`config.mk`:
```
export PLATFORM = sky130hd
export DESIGN_NAME = usb_trigger_pulse_gen_flat
export DESIGN_NICKNAME = d
export VERILOG_FILES = /design/src/rtl/usb_trigger_pkg.sv /design/src/rtl/usb_trigger_pulse_gen_if.sv /design/src/rtl/usb_trigger_downcnt.sv /design/src/rtl/usb_trigger_pulse_gen.sv /design/src/flat_wrapper.sv
export SDC_FILE = /design/constraint.sdc
export NUM_CORES = 1
export LEC_CHECK = 0
export BUFFER_PORTS_ARGS = -buffer_cell sky130_fd_sc_hd__buf_2
export CAP_MARGIN = 0
export CORE_MARGIN = 3
export CORE_UTILIZATION = 45
export CTS_CLUSTER_DIAMETER = 80
export DETAILED_ROUTE_END_ITERATION = 10
export GPL_TIMING_DRIVEN = 1
export MAX_ROUTING_LAYER = met4
export PLACE_DENSITY_LB_ADDON = 0.15
export SLEW_MARGIN = 20
export SYNTH_ARGS = -nofsm -noshare
export SYNTH_HDL_FRONTEND = slang
export SYNTH_SLANG_ARGS = --single-unit
```
`constraint.sdc`:
```
create_clock -name fe_clk -period 3.3 [get_ports fe_clk]
set_input_delay 0.165 -clock fe_clk [delete_from_list [all_inputs] [get_ports fe_clk]]
set_output_delay 0.165 -clock fe_clk [all_outputs]
set_load 0.01 [all_outputs]
```
`src/rtl/usb_trigger_pkg.sv`:
```
// Shared definitions for the USB trigger pulse generator.
// Contents: default counter widths and the controller state encoding.
// Build option: USB_TRIGGER_QUEUE_EN (see usb_trigger_pulse_gen.sv).
package usb_trigger_pkg;

    localparam int unsigned DefDelayBits = 20;
    localparam int unsigned DefWidthBits = 17;
    localparam int unsigned DefMissBits  = 8;

    typedef enum logic [1:0] {
        StIdle  = 2'd0,
        StDelay = 2'd1,
        StPulse = 2'd2
    } state_e;

endpackage

```
`src/rtl/usb_trigger_pulse_gen_if.sv`:
```
// Bus between the pattern-matcher side and the trigger pulse generator.
// master: drives arm/match/delay/width, observes trigger/busy/missed.
// slave : the pulse generator itself.
// Signals:
//   I_arm            level, matches accepted only while high
//   I_match_trigger  one-cycle match pulse
//   I_delay          match-to-trigger delay in fe_clk cycles
//   I_width          trigger high time in cycles (0 behaves as 1)
//   O_trigger        registered trigger pulse
//   O_busy           high whenever the generator is not idle
//   O_missed         saturating count of dropped matches
interface usb_trigger_pulse_gen_if
    import usb_trigger_pkg::*;
#(
    parameter int unsigned pDELAY_BITS = DefDelayBits,
    parameter int unsigned pWIDTH_BITS = DefWidthBits,
    parameter int unsigned pMISS_BITS  = DefMissBits
);
    logic                   I_arm;
    logic                   I_match_trigger;
    logic [pDELAY_BITS-1:0] I_delay;
    logic [pWIDTH_BITS-1:0] I_width;
    logic                   O_trigger;
    logic                   O_busy;
    logic [pMISS_BITS-1:0]  O_missed;

    modport master (
        output I_arm, I_match_trigger, I_delay, I_width,
        input  O_trigger, O_busy, O_missed
    );

    modport slave (
        input  I_arm, I_match_trigger, I_delay, I_width,
        output O_trigger, O_busy, O_missed
    );
endinterface

```
`src/rtl/usb_trigger_downcnt.sv`:
```
// Loadable down-counter that stops at zero.
// Ports:
//   clk_i       clock
//   rst_ni      synchronous active-low reset
//   load_i      load load_val_i (has priority over en_i)
//   load_val_i  value to load
//   en_i        decrement by one when non-zero
//   zero_o      count is zero
module usb_trigger_downcnt #(
    parameter int unsigned Width = 8
) (
    input  logic             clk_i,
    input  logic             rst_ni,
    input  logic             load_i,
    input  logic [Width-1:0] load_val_i,
    input  logic             en_i,
    output logic             zero_o
);
    logic [Width-1:0] cnt_q, cnt_d;

    always_comb begin
        cnt_d = cnt_q;
        if (load_i) begin
            cnt_d = load_val_i;
        end else if (en_i && (cnt_q != '0)) begin
            cnt_d = cnt_q - 1'b1;
        end
    end

    always_ff @(posedge clk_i) begin
        if (!rst_ni) begin
            cnt_q <= '0;
        end else begin
            cnt_q <= cnt_d;
        end
    end

    assign zero_o = (cnt_q == '0);
endmodule

```
`src/rtl/usb_trigger_pulse_gen.sv`:
```
// Delayed, programmable-width trigger pulse generator fed by the USB pattern matcher.
// A match accepted at an edge while idle and armed latches the delay and width; the
// trigger rises D edges later and stays high max(width,1) cycles. Matches arriving
// while busy are dropped and counted in a saturating counter that clears on reset
// or on a rising edge of the arm input.
// Ports:
//   fe_clk   sole clock
//   reset_i  synchronous active-low reset
//   bus      usb_trigger_pulse_gen_if.slave (arm, match, delay, width, trigger,
//            busy, missed)
// Build option: define USB_TRIGGER_QUEUE_EN to hold one pending match while busy and
// replay it straight after the current pulse.
module usb_trigger_pulse_gen
    import usb_trigger_pkg::*;
#(
    parameter int unsigned pDELAY_BITS = DefDelayBits,
    parameter int unsigned pWIDTH_BITS = DefWidthBits,
    parameter int unsigned pMISS_BITS  = DefMissBits
) (
    input  logic                    fe_clk,
    input  logic                    reset_i,
    usb_trigger_pulse_gen_if.slave  bus
);
    state_e                state_q, state_d;
    logic                  arm_q;
    logic                  trig_q, trig_d;
    logic [pMISS_BITS-1:0] missed_q, missed_d;
    logic                  start;
    logic                  miss_inc;
    logic                  accept;
    logic                  dly_zero, wid_zero;
`ifdef USB_TRIGGER_QUEUE_EN
    logic                  pend_q, pend_d;
`endif

    // Counters hold "cycles remaining minus one" so the zero flag marks the last cycle.
    logic [pDELAY_BITS-1:0] dly_load_val;
    logic [pWIDTH_BITS-1:0] wid_load_val;
    assign dly_load_val = bus.I_delay - 1'b1;
    assign wid_load_val = (bus.I_width == '0) ? '0 : bus.I_width - 1'b1;

    assign accept = bus.I_arm & bus.I_match_trigger;

    always_comb begin
        state_d  = state_q;
        start    = 1'b0;
        miss_inc = 1'b0;
`ifdef USB_TRIGGER_QUEUE_EN
        pend_d   = pend_q;
`endif
        unique case (state_q)
            StIdle: begin
                if (accept) start = 1'b1;
            end
            StDelay: begin
                if (!bus.I_arm) begin
                    state_d = StIdle;
                end else if (dly_zero) begin
                    state_d = StPulse;
                end
            end
            StPulse: begin
                if (wid_zero) begin
                    state_d = StIdle;
`ifdef USB_TRIGGER_QUEUE_EN
                    // A match in this last cycle is queued and replayed at once.
                    if (bus.I_arm && (pend_q || bus.I_match_trigger)) start = 1'b1;
`endif
                end
            end
            default: state_d = StIdle;
        endcase

        if ((state_q != StIdle) && accept) begin
`ifdef USB_TRIGGER_QUEUE_EN
            if (pend_q) miss_inc = 1'b1;
            else        pend_d   = 1'b1;
`else
            miss_inc = 1'b1;
`endif
        end

`ifdef USB_TRIGGER_QUEUE_EN
        if (start || !bus.I_arm) pend_d = 1'b0;
`endif

        // Zero delay skips the DELAY state so the trigger rises on the accepting edge.
        if (start) state_d = (bus.I_delay == '0) ? StPulse : StDelay;

        missed_d = missed_q;
        if (bus.I_arm && !arm_q) begin
            missed_d = '0;
        end else if (miss_inc && !(&missed_q)) begin
            missed_d = missed_q + 1'b1;
        end

        trig_d = (state_d == StPulse);
    end

    always_ff @(posedge fe_clk) begin
        if (!reset_i) begin
            state_q  <= StIdle;
            arm_q    <= 1'b0;
            trig_q   <= 1'b0;
            missed_q <= '0;
        end else begin
            state_q  <= state_d;
            arm_q    <= bus.I_arm;
            trig_q   <= trig_d;
            missed_q <= missed_d;
        end
    end

`ifdef USB_TRIGGER_QUEUE_EN
    always_ff @(posedge fe_clk) begin
        if (!reset_i) begin
            pend_q <= 1'b0;
        end else begin
            pend_q <= pend_d;
        end
    end
`endif

    usb_trigger_downcnt #(
        .Width (pDELAY_BITS)
    ) u_delay_cnt (
        .clk_i      (fe_clk),
        .rst_ni     (reset_i),
        .load_i     (start),
        .load_val_i (dly_load_val),
        .en_i       (state_q == StDelay),
        .zero_o     (dly_zero)
    );

    usb_trigger_downcnt #(
        .Width (pWIDTH_BITS)
    ) u_width_cnt (
        .clk_i      (fe_clk),
        .rst_ni     (reset_i),
        .load_i     (start),
        .load_val_i (wid_load_val),
        .en_i       (state_q == StPulse),
        .zero_o     (wid_zero)
    );

    assign bus.O_trigger = trig_q;
    assign bus.O_busy    = (state_q != StIdle);
    assign bus.O_missed  = missed_q;
endmodule

```
`src/flat_wrapper.sv`:
```
// flat-port wrapper written by rule: the top's interface ports become plain ports
module usb_trigger_pulse_gen_flat import usb_trigger_pkg::*;
#(
    parameter int unsigned pDELAY_BITS = DefDelayBits,
    parameter int unsigned pWIDTH_BITS = DefWidthBits,
    parameter int unsigned pMISS_BITS  = DefMissBits
)
  (fe_clk, reset_i, bus_I_arm, bus_I_match_trigger, bus_I_delay, bus_I_width, bus_O_trigger, bus_O_busy, bus_O_missed);
  usb_trigger_pulse_gen_if #(.pDELAY_BITS(pDELAY_BITS), .pWIDTH_BITS(pWIDTH_BITS), .pMISS_BITS(pMISS_BITS)) bus_i ();
  input  logic fe_clk;
  input  logic reset_i;
  input wire logic [$bits(bus_i.I_arm)-1:0] bus_I_arm;
  input wire logic [$bits(bus_i.I_match_trigger)-1:0] bus_I_match_trigger;
  input wire logic [$bits(bus_i.I_delay)-1:0] bus_I_delay;
  input wire logic [$bits(bus_i.I_width)-1:0] bus_I_width;
  output wire logic [$bits(bus_i.O_trigger)-1:0] bus_O_trigger;
  output wire logic [$bits(bus_i.O_busy)-1:0] bus_O_busy;
  output wire logic [$bits(bus_i.O_missed)-1:0] bus_O_missed;
  assign bus_i.I_arm = bus_I_arm;
  assign bus_i.I_match_trigger = bus_I_match_trigger;
  assign bus_i.I_delay = bus_I_delay;
  assign bus_i.I_width = bus_I_width;
  assign bus_O_trigger = bus_i.O_trigger;
  assign bus_O_busy = bus_i.O_busy;
  assign bus_O_missed = bus_i.O_missed;
  usb_trigger_pulse_gen #(.pDELAY_BITS(pDELAY_BITS), .pWIDTH_BITS(pWIDTH_BITS), .pMISS_BITS(pMISS_BITS)) u_core (.fe_clk(fe_clk), .reset_i(reset_i), .bus(bus_i));
endmodule
```
==> results of run 1 <==
-- placed cells by master (no fill, tap or decap), types with 14 or more instances in the layout --
master	synthesis	layout
nand2_1	36	36
xnor2_1	19	19
o21ai_0	24	24
nand3_1	14	14
xor2_1	30	30
buf_2	1	50
a21oi_1	21	21
nor2_1	38	38
nor3_1	25	25
dfxtp_1	49	49
-- worst min-delay path by stage --
stage	cells past startpoint	from	slack (ns)	end
floorplan	1	bus_I_delay[0]	0.26	u_core.u_delay_cnt.cnt_q[0]
global placement	2	bus_I_delay[0]	0.42	u_core.u_delay_cnt.cnt_q[0]
detailed placement	2	bus_I_delay[0]	0.42	u_core.u_delay_cnt.cnt_q[0]
CTS	2	bus_I_delay[0]	0.1	u_core.u_delay_cnt.cnt_q[0]
global route	2	bus_I_delay[0]	0.13	u_core.u_delay_cnt.cnt_q[0]
finish	2	bus_I_delay[0]	0.10	u_core.u_delay_cnt.cnt_q[0]
-- state kept, by name, summed over array words and instances (netlist names) --
register                  cells
u_core.u_delay_cnt.cnt_q     20
u_core.u_width_cnt.cnt_q     17
u_core.state_q                2
u_core.bus.O_trigger          1
u_core.bus.O_missed           8
u_core.arm_q                  1
-- final cells by class --
| cell class | count | area (µm²) | share of cell area |
|---|---|---|---|
| multi-input combinational | 344 | 2200 | 0.589 |
| sequential | 49 | 981 | 0.262 |
| timing repair buffer | 58 | 310 | 0.0829 |
| tap | 96 | 120 | 0.0321 |
| clock inverter | 3 | 25.0 | 0.00669 |
| clock buffer | 5 | 68.8 | 0.0184 |
| inverter | 9 | 33.8 | 0.00903 |
-- worst register-to-register path: cells and delay by family (launching register included) --
kind | cells | cell delay, ns
compound gates | 2 | 0.30
fa+ha+maj | 1 | 0.28
flops | 1 | 0.36
mux | 1 | 0.20
simple gates | 5 | 1.65
-- kinds of logic after synthesis --
logic type,after synthesis
multiplexers,5
AO/OA/AOI/OAI,102
adder cells (fa/ha/maj),5
flip-flops,49
buffers and inverters,23
XOR/XNOR,49
AND/OR/NAND/NOR,183
-- power groups by stage --
stage	clock network, W	logic, W	registers (W)
floorplan	0	0.000275	0.000668
global placement	0	0.000393	0.000677
detailed placement	0	0.000396	0.000677
CTS	0.000390	0.000398	0.000664
global route	0.000419	0.000450	0.000671
finish	0.000380	0.000400	0.000666
-- metrics by stage --
step | cell area, µm² | hold slack (ns) | instances | setup WS, ns
finish | 3740 | 0.100 | 564 | 0.428
global route | 3740 | 0.125 | 564 | 0.217
CTS | 3740 | 0.0960 | 564 | 0.452
detailed placement | 3650 | 0.423 | 556 | 0.472
global placement | 3650 | 0.420 | 556 | 0.537
floorplan | 3280 | 0.261 | 416 | 0.0606
-- per-layer routing --
metal / up-vias / share of wire / routed length [µm]
met2: 94 / 0.48 / 4190
met4: 0 / 0.012 / 108
met1: 1557 / 0.46 / 4040
met5: - / 0 / 0
met3: 14 / 0.054 / 475
li1: 1667 / - / -
==> flow_summary.toml, run 1 <==
[status]
outcome = "finished clean"

[critical_path]
cp_max_fo = 7
crit_end = "u_core.u_delay_cnt.cnt_q[18]"
cp.required_ns = 3.54
reg2reg_depth = 9
startpoint = "u_core.state_q[1]"
arrival_ns = 3.11
cp_top_family = "simple AND/OR/NAND/NOR gates"
timing.critical_path.cells = "and4bb_2 > mux2i_1 > ha_1 > or4b_2 > or3_1 > o32a_1 > nor2_1 > nand4b_1 > o221ai_1"
max_stage_delay_ns = 0.67
r2r_setup_slack_ns = 0.43
crit_buf_inv = 0
timing.rr.start = "u_core.state_q[1]"
reg2reg_to = "u_core.u_delay_cnt.cnt_q[18]"
path_depth = 9
cp-start-kind = "flip-flop"
end_kind = "flip-flop"
slowest_stage = "or4b_2"
critPathKind = "reg2reg"

[die]
die-height_um = 91.3
num_rows = 30
io_pins = 51
initial_core_util = 0.474
core_um2 = 6910
die_w_um = 91.3
die_area_um2 = 8330

[sta]
finalCritPeriodShare = 0.870
slew_viol_final = 0
relSlewSlack = 0.453
tns_ns = 0
tightestPinTransition_ns = 0.812
setup_viol = 0
hold_viol = 0
period_minus_slack_ns = 2.87
fmax_mhz = 348
grt_setup_unrepaired = "no"
fin_skew_ns = 0.0145

[yosys]
synth_top_family_by_area = "simple AND/OR/NAND/NOR gates"
netlist_instances = 416
ys_ff_latch = 49
synth_area_leaders = "dfxtp_1 (30%), xor2_1 (8.0%), xnor2_1 (5.1%), nor2_1 (4.4%), nand2_1 (4.1%)"
synthMuxAreaShare = 0.0153
synth_top_area_frac = 0.300
synth-compound-area-share = 0.208
synth_xor_area_frac = 0.131
synth.avg_cell_area_um2 = 7.87
yosys.area_share.simple = 0.298
synth_seq_area_share = 0.300
synth_nets = 462
yosysMostFrequentCell = "dfxtp_1"
synth_edf_count = 0
syn-cell-area_um2 = 3270
synth_flop_cell = "dfxtp_1"
ys_top_cells_by_count = "dfxtp_1 (49), nor2_1 (38), nand2_1 (36)"
postSynth.asyncResetShare = 0
synth_cell_types = 63
yosysWarnings = 0
synthAdderAreaFrac = 0.0191
yosysTopAreaCell = "dfxtp_1"

[route]
drc = 0
routed_wl_um = 8810
via_per_inst = 5.91
first_pass_iters = 4
via_count = 3332
drt_iter0_markers = 189
antenna_left = 0
wire_per_inst_um = 15.6

[cts]
cts.clk_slew.worst_paths_ns = 0.10
post_cts_buffers = 0
cts_buffer_depth = 2
clk_latency_ns = 0.32
htreeDepth = 2
cts_sinks = 49
clock_tree.root_cell = "clkbuf_8"
cts_resized = 0
cts-hold-fix-buffers = 0
cts_tree = "built"
cts_buffers = 5

[placement]
place.gp.congestion = 0.888
dp_hpwl_um = 6660
place.port_buffers = 50

[layout]
fill_cells = 703
nNetsFinal = 513
final_layout_size_suffix_gt1_frac = 0.167
n_antenna_cell = 0
utilization = 0.542
area_growth_pct = 14.3

[grt]
use_met2 = 0.367
grt_overflow_total = 0
top_usage_layer = "met2"
grt_pass1_vias = 3111
grt_max_degree = 31
grt_usage = 0.225
grt_pass1_wl_um = 15000
grt.met3_usage = 0.0414
met1_usage = 0.288
antenna_found_initial = 0

[pwr]
finalPower_w = 0.00145
sequentialPowerShare = 0.460
p_sw_frac = 0.343
power_density_nw_per_um2 = 387
p_switching_w = 0.000496
p_int_w = 0.000950
combPwrFrac = 0.277
leakagePower_nw = 1.38
pwr-share-clk = 0.263
peakVddDrop_mv = 0.146

[flow_run]
maxCapViolCount = 0

[min_path]
hold_path.class = "in2reg"
No activity file was read; power rests on OpenSTA's default activity.
==> inputs of run 2 (changes only) <==
ABC_AREA = 1   (was not set)
==> run 2 against run 1 <==
Against the previous run:
- routed wire length is 28% higher
- non-clock buffer count decreased by 4
- combinational power increased by 50%
- final cell count rose by 51%
- sequential cell count is the same
- synthesized cell count is 69% higher
- via count up 34%
- clock skew decreased by 0.0060 ns
- sequential share of layout area fell by 4.5 points
==> flow_summary.toml, run 2 <==
[status]
outcome = "finished clean"

[sta]
hold_viol = 0
tns_ns = 0
finalCritPeriodShare = 0.674
slew_viol_final = 0
tightestPinTransition_ns = 0.707
whs_ns = 0.104
fin_skew_ns = 0.00852
grt_setup_unrepaired = "no"
setup_viol = 0
fmax_mhz = 449
period_minus_slack_ns = 2.23
relSlewSlack = 0.529

[critical_path]
reg2reg_depth = 13
startpoint = "u_core.state_q[1]"
cp_max_fo = 46
r2r_setup_slack_ns = 1.07
cp-start-kind = "flip-flop"
reg2reg_to = "u_core.u_delay_cnt.cnt_q[18]"
crit_end = "u_core.u_delay_cnt.cnt_q[18]"
arrival_ns = 2.45
critPathKind = "reg2reg"
end_kind = "flip-flop"
cp.required_ns = 3.53
timing.rr.start = "u_core.state_q[1]"

[yosys]
yosysMostFrequentCell = "nand2_1"
ys_top_cells_by_count = "nand2_1 (164), inv_1 (97), nor2_1 (96)"
synth_seq_area_share = 0.236
syn-cell-area_um2 = 4160
yosysWarnings = 0
synth_edf_count = 0
synth_area_leaders = "dfxtp_1 (24%), nand2_1 (15%), nand3_1 (10%), inv_1 (8.8%), nor2_1 (8.7%)"
synth_nets = 748
postSynth.asyncResetShare = 0
yosysTopAreaCell = "dfxtp_1"
synth.avg_cell_area_um2 = 5.92
netlist_instances = 702
ys_ff_latch = 49
synth_flop_cell = "dfxtp_1"
synth_top_area_frac = 0.236
synth_cell_types = 39

[layout]
area_growth_pct = 8.57
final_common_cell = "nand2_1"
largest_reg_flops = 20
fill_cells = 948
utilization = 0.510
n_antenna_cell = 0
nNetsFinal = 787
final_cell_mix = "nand2_1 (164), inv_1 (97), nor2_1 (96)"
regMostFlops = "u_core.u_delay_cnt.cnt_q"
final_layout_size_suffix_gt1_frac = 0.147
stdcell_area_um2 = 4520

[pwr]
sequentialPowerShare = 0.398
combPwrFrac = 0.361
p_sw_frac = 0.403
p_int_w = 0.000997
p_switching_w = 0.000672
power_density_nw_per_um2 = 370
leakagePower_nw = 2.32
peakVddDrop_mv = 0.176
pwr-share-clk = 0.241

[cts]
htreeDepth = 2
cts-hold-fix-buffers = 0
cts_resized = 0
cts_buffer_depth = 2
clock_tree.root_cell = "clkbuf_8"
cts.clk_slew.worst_paths_ns = 0.11
cts_tree = "built"
cts_sinks = 49
post_cts_buffers = 0
cts_buffers = 5
clk_latency_ns = 0.31

[route]
drc = 0
first_pass_iters = 4
antenna_left = 0
drt_iter0_markers = 189
via_count = 4465
routed_wl_um = 11300
via_per_inst = 5.25
wire_per_inst_um = 13.3

[die]
io_pins = 51
die_w_um = 102
num_rows = 34
initial_core_util = 0.470
core_um2 = 8850
die_area_um2 = 10400
die-height_um = 102

[grt]
grt_pass1_wl_um = 18600
grt_pass1_vias = 4072
grt_max_degree = 47
grt_overflow_total = 0
antenna_found_initial = 0
grt_usage = 0.227

[flow_run]
maxCapViolCount = 0

[min_path]
hold_path.class = "in2reg"
hp-start = "bus_I_arm"

[placement]
place.gp.congestion = 0.939
place.port_buffers = 50
dp_hpwl_um = 8600
post_dp_cell_area_um2 = 4420
## run 2: changes by cell type after synthesis, sizes merged, moves of 9 or more
cell   before  now
buf         3   18
or3        10    1
inv         8  100
xnor2      19    4
nor2       38  105
xor2       30   15
nand3      14   93
o21ai      28   41
nand2      36  185
## run 2: worst max-delay path, stage by stage (launching register included)
cell and delay (ns):
dfxtp_1 0.37, nor2_4 0.13, nand2_4 0.28, nand2_1 0.18, nand2_2 0.10, inv_2 0.10, ha_1 0.18, nand2_2 0.10
nor2_4 0.21, nand3_2 0.15, o21ai_1 0.14, nand3_1 0.08, nand2_1 0.07, inv_1 0.03
## run 2: per-stage QoR
step | setup WS [ns] | std cells | total power [W]
2_1_floorplan | 1.46 | 702 | 0.00114
3_3_place_gp | 1.14 | 842 | 0.00127
3_5_place_dp | 1.11 | 842 | 0.00128
4_1_cts | 1.09 | 850 | 0.00168
5_1_grt | 0.797 | 850 | 0.00179
6_report | 1.07 | 850 | 0.00167
## run 2: layout make-up
class | count | area [µm²] | share of cell area
Inverter | 101 | 380 | 0.0842
Clock inverter | 3 | 28.8 | 0.00637
Multi-Input combinational cell | 530 | 2640 | 0.585
Timing Repair Buffer | 54 | 280 | 0.0621
Tap cell | 108 | 135 | 0.0299
Sequential cell | 49 | 981 | 0.217
Clock buffer | 5 | 68.8 | 0.0152
## run 2: cell families (layout without fill, tap and decap cells)
group	count (synthesis)	count (layout)	synth area share
simple gates	433	433	0.486
buf+inv	123	163	0.129
compound gates	73	73	0.0936
flops	49	49	0.236
xor+xnor	19	19	0.0400
fa+ha+maj	5	5	0.0150
## run 2: how the worst min path moves through the flow
stage | to | cells past startpoint | slack, ns
detailed placement | u_core.arm_q | 3 | 0.43
global route | u_core.arm_q | 3 | 0.1
CTS | u_core.arm_q | 3 | 0.09
global placement | u_core.arm_q | 3 | 0.44
floorplan | u_core.arm_q | 2 | 0.26
finish | u_core.arm_q | 3 | 0.10
## run 2: power groups by stage
stage                     clock network [W]  registers [W]  logic [W]
final                              0.000402       0.000665   0.000602
after global placement                    0       0.000676   0.000597
after global routing               0.000435       0.000670   0.000689
after CTS                          0.000414       0.000664   0.000602
after detailed placement                  0       0.000677   0.000598
after floorplan                           0       0.000670   0.000467
## run 2: layer usage
metal  up-vias  global-route usage  routed length (µm)
met2       103               0.391                5500
met1      2007               0.270                4970
met3        29              0.0307                 463
met4         0              0.0858                 333
li1       2326                   -                   -
met5         -                   -                   0
==> inputs of run 3 (changes only) <==
clock period = 2.2 ns   (was 3.3 ns; I/O delays follow)
==> run 3 against run 2 <==
Against the previous run:
- total power up 64%
- setup slack worse by 0.88 ns
- design area up 3.5%
- sequential power up 50%
- global-route usage up 0.63 points
- sequential share of layout area down 0.73 points
- clock skew down 0.00092 ns
- highest routed layer unchanged
- non-clock buffer count up 11
- combinational power up 57%
- clock-buffer cell count unchanged
- critical path type unchanged
- fmax up 11%
==> flow_summary.toml, run 3 (synthesized netlist as in run 2, its figures left out) <==
[layout]
area_growth_pct = 12.3
nNetsFinal = 798
n_antenna_cell = 0
fill_cells = 954
regMostFlops = "u_core.u_delay_cnt.cnt_q"
final_cell_mix = "nand2_1 (164), inv_1 (96), nor2_1 (95)"
final_cells = 861
final_common_cell = "nand2_1"
seq_area_um2 = 981
largest_reg_flops = 20
final_layout_size_suffix_gt1_frac = 0.162
multi_input_area_um2 = 2650

[min_path]
worstHoldEndpoint = "u_core.arm_q"
hp-start = "reset_i"
hold_path.class = "in2reg"
hold_depth = 3

[placement]
dp_hpwl_um = 9260
place.gp.congestion = 0.937
place.port_buffers = 50
place_inst = 853

[die]
initial_core_util = 0.470
num_rows = 34
io_pins = 51
die_w_um = 102
die_area_um2 = 10400
core_um2 = 8850
die-height_um = 102

[route]
via_per_inst = 5.21
drt_iter0_markers = 219
drc = 0
routed_wl_um = 11700
antenna_left = 0
wire_per_inst_um = 13.5
via_count = 4484
first_pass_iters = 5

[critical_path]
arrival_ns = 2.21
reg2reg_to = "u_core.u_width_cnt.cnt_q[12]"
timing.rr.start = "u_core.u_width_cnt.cnt_q[4]"
slowest_stage = "dfxtp_1"
r2r_setup_slack_ns = 0.20
cp.required_ns = 2.40
cp_top_family = "simple AND/OR/NAND/NOR gates"
critPathKind = "reg2reg"
timing.critical_path.cells = "nor2_1 > nand2_1 > nor2_1 > nand3_1 > nand3_2 > nand2_1 > buf_12 > o21ai_0 > o21bai_1 > inv_1"
cp_max_fo = 13
reg2reg_depth = 10
max_stage_delay_ns = 0.36
end_kind = "flip-flop"
crit_buf_inv = 2
cp-start-kind = "flip-flop"

[sta]
fin_skew_ns = 0.00760
hold_viol = 0
tns_ns = 0
grt_setup_unrepaired = "no"
fmax_mhz = 499
finalCritPeriodShare = 0.910
relSlewSlack = 0.724
period_minus_slack_ns = 2.00
tightestPinTransition_ns = 0.413
setup_viol = 0
slew_viol_final = 0

[cts]
htreeDepth = 2
cts.clk_slew.worst_paths_ns = 0.10
cts_sinks = 49
clk_latency_ns = 0.31
clock_tree.root_cell = "clkbuf_8"
post_cts_buffers = 0
cts_buffer_depth = 2
cts_tree = "built"
cts_buffers = 5

[grt]
grt_max_degree = 48
antenna_found_initial = 0
grt_overflow_total = 0
grt_pass1_vias = 4036
grt_pass1_wl_um = 19000
grt_usage = 0.234

[status]
outcome = "finished clean"

[pwr]
power_density_nw_per_um2 = 588
peakVddDrop_mv = 0.342
leakagePower_nw = 2.40

[flow_run]
maxCapViolCount = 0
## run 3: cell count changes in the layout (fill, tap and decap cells not counted)
cell	previous run	this run
buf_4	4	13
buf_12	0	2
bufinv_16	0	2
clkinv_4	1	0
inv_1	97	96
inv_2	3	4
inv_8	1	0
nor2_1	96	95
nor2_2	3	4
nor3_2	1	0
nor3_4	0	1
## run 3: routing by layer
metal	wire, µm	up-vias	global-route usage
met5	0	-	-
met4	318	0	0.0797
met3	516	26	0.0334
met2	5700	113	0.391
met1	5120	2005	0.288
li1	-	2340	-
## run 3: worst min-delay path, delay by kind of cell
kind	cells	cell delay [ns]
buffers and inverters	2	0.14
and+or+nand+nor	1	0.05
## run 3: worst max-delay path by stage
stage,endpoint,slack (ns),cells past startpoint,from
after floorplan,u_core.u_delay_cnt.cnt_q[16],0.36,14,u_core.state_q[1]
after global placement,u_core.u_delay_cnt.cnt_q[14],0.23,13,u_core.state_q[1]
after detailed placement,u_core.u_delay_cnt.cnt_q[14],0.19,13,u_core.state_q[1]
after CTS,u_core.u_delay_cnt.cnt_q[14],0.17,13,u_core.state_q[1]
after global routing,u_core.u_delay_cnt.cnt_q[18],0.005,13,u_core.state_q[1]
final,u_core.u_width_cnt.cnt_q[12],0.20,10,u_core.u_width_cnt.cnt_q[4]
## run 3: where the power goes
| group | switching, W | internal [W] |
|---|---|---|
| registers | 0.0000498 | 0.000949 |
| logic | 0.000613 | 0.000333 |
| clock network | 0.000342 | 0.000458 |
## run 3: layout make-up
cell class / instances / share of cell area
Tap cell: 108 / 0.0289
Sequential cell: 49 / 0.210
Clock buffer: 5 / 0.0147
Timing Repair Buffer: 65 / 0.0830
Inverter: 101 / 0.0814
Clock inverter: 3 / 0.0147
Multi-Input combinational cell: 530 / 0.567
## run 3: repair_timing
action	CTS	global route
gates resized for setup	0	3
setup endpoints to repair	0	9
hold buffers	0	0
## run 3: per-stage QoR
| step | utilization | power (W) | worst slack, ns | area [µm²] | hold slack, ns |
|---|---|---|---|---|---|
| final | 0.528 | 0.00275 | 0.197 | 4670 | 0.00839 |
| after global routing | 0.528 | 0.00294 | 0.00485 | 4670 | 0.0262 |
| after CTS | 0.527 | 0.00276 | 0.170 | 4660 | 0.00218 |
| after detailed placement | 0.511 | 0.00195 | 0.187 | 4530 | 0.328 |
| after global placement | 0.511 | 0.00194 | 0.234 | 4530 | 0.325 |
| after floorplan | - | 0.00171 | 0.360 | 4160 | 0.203 |
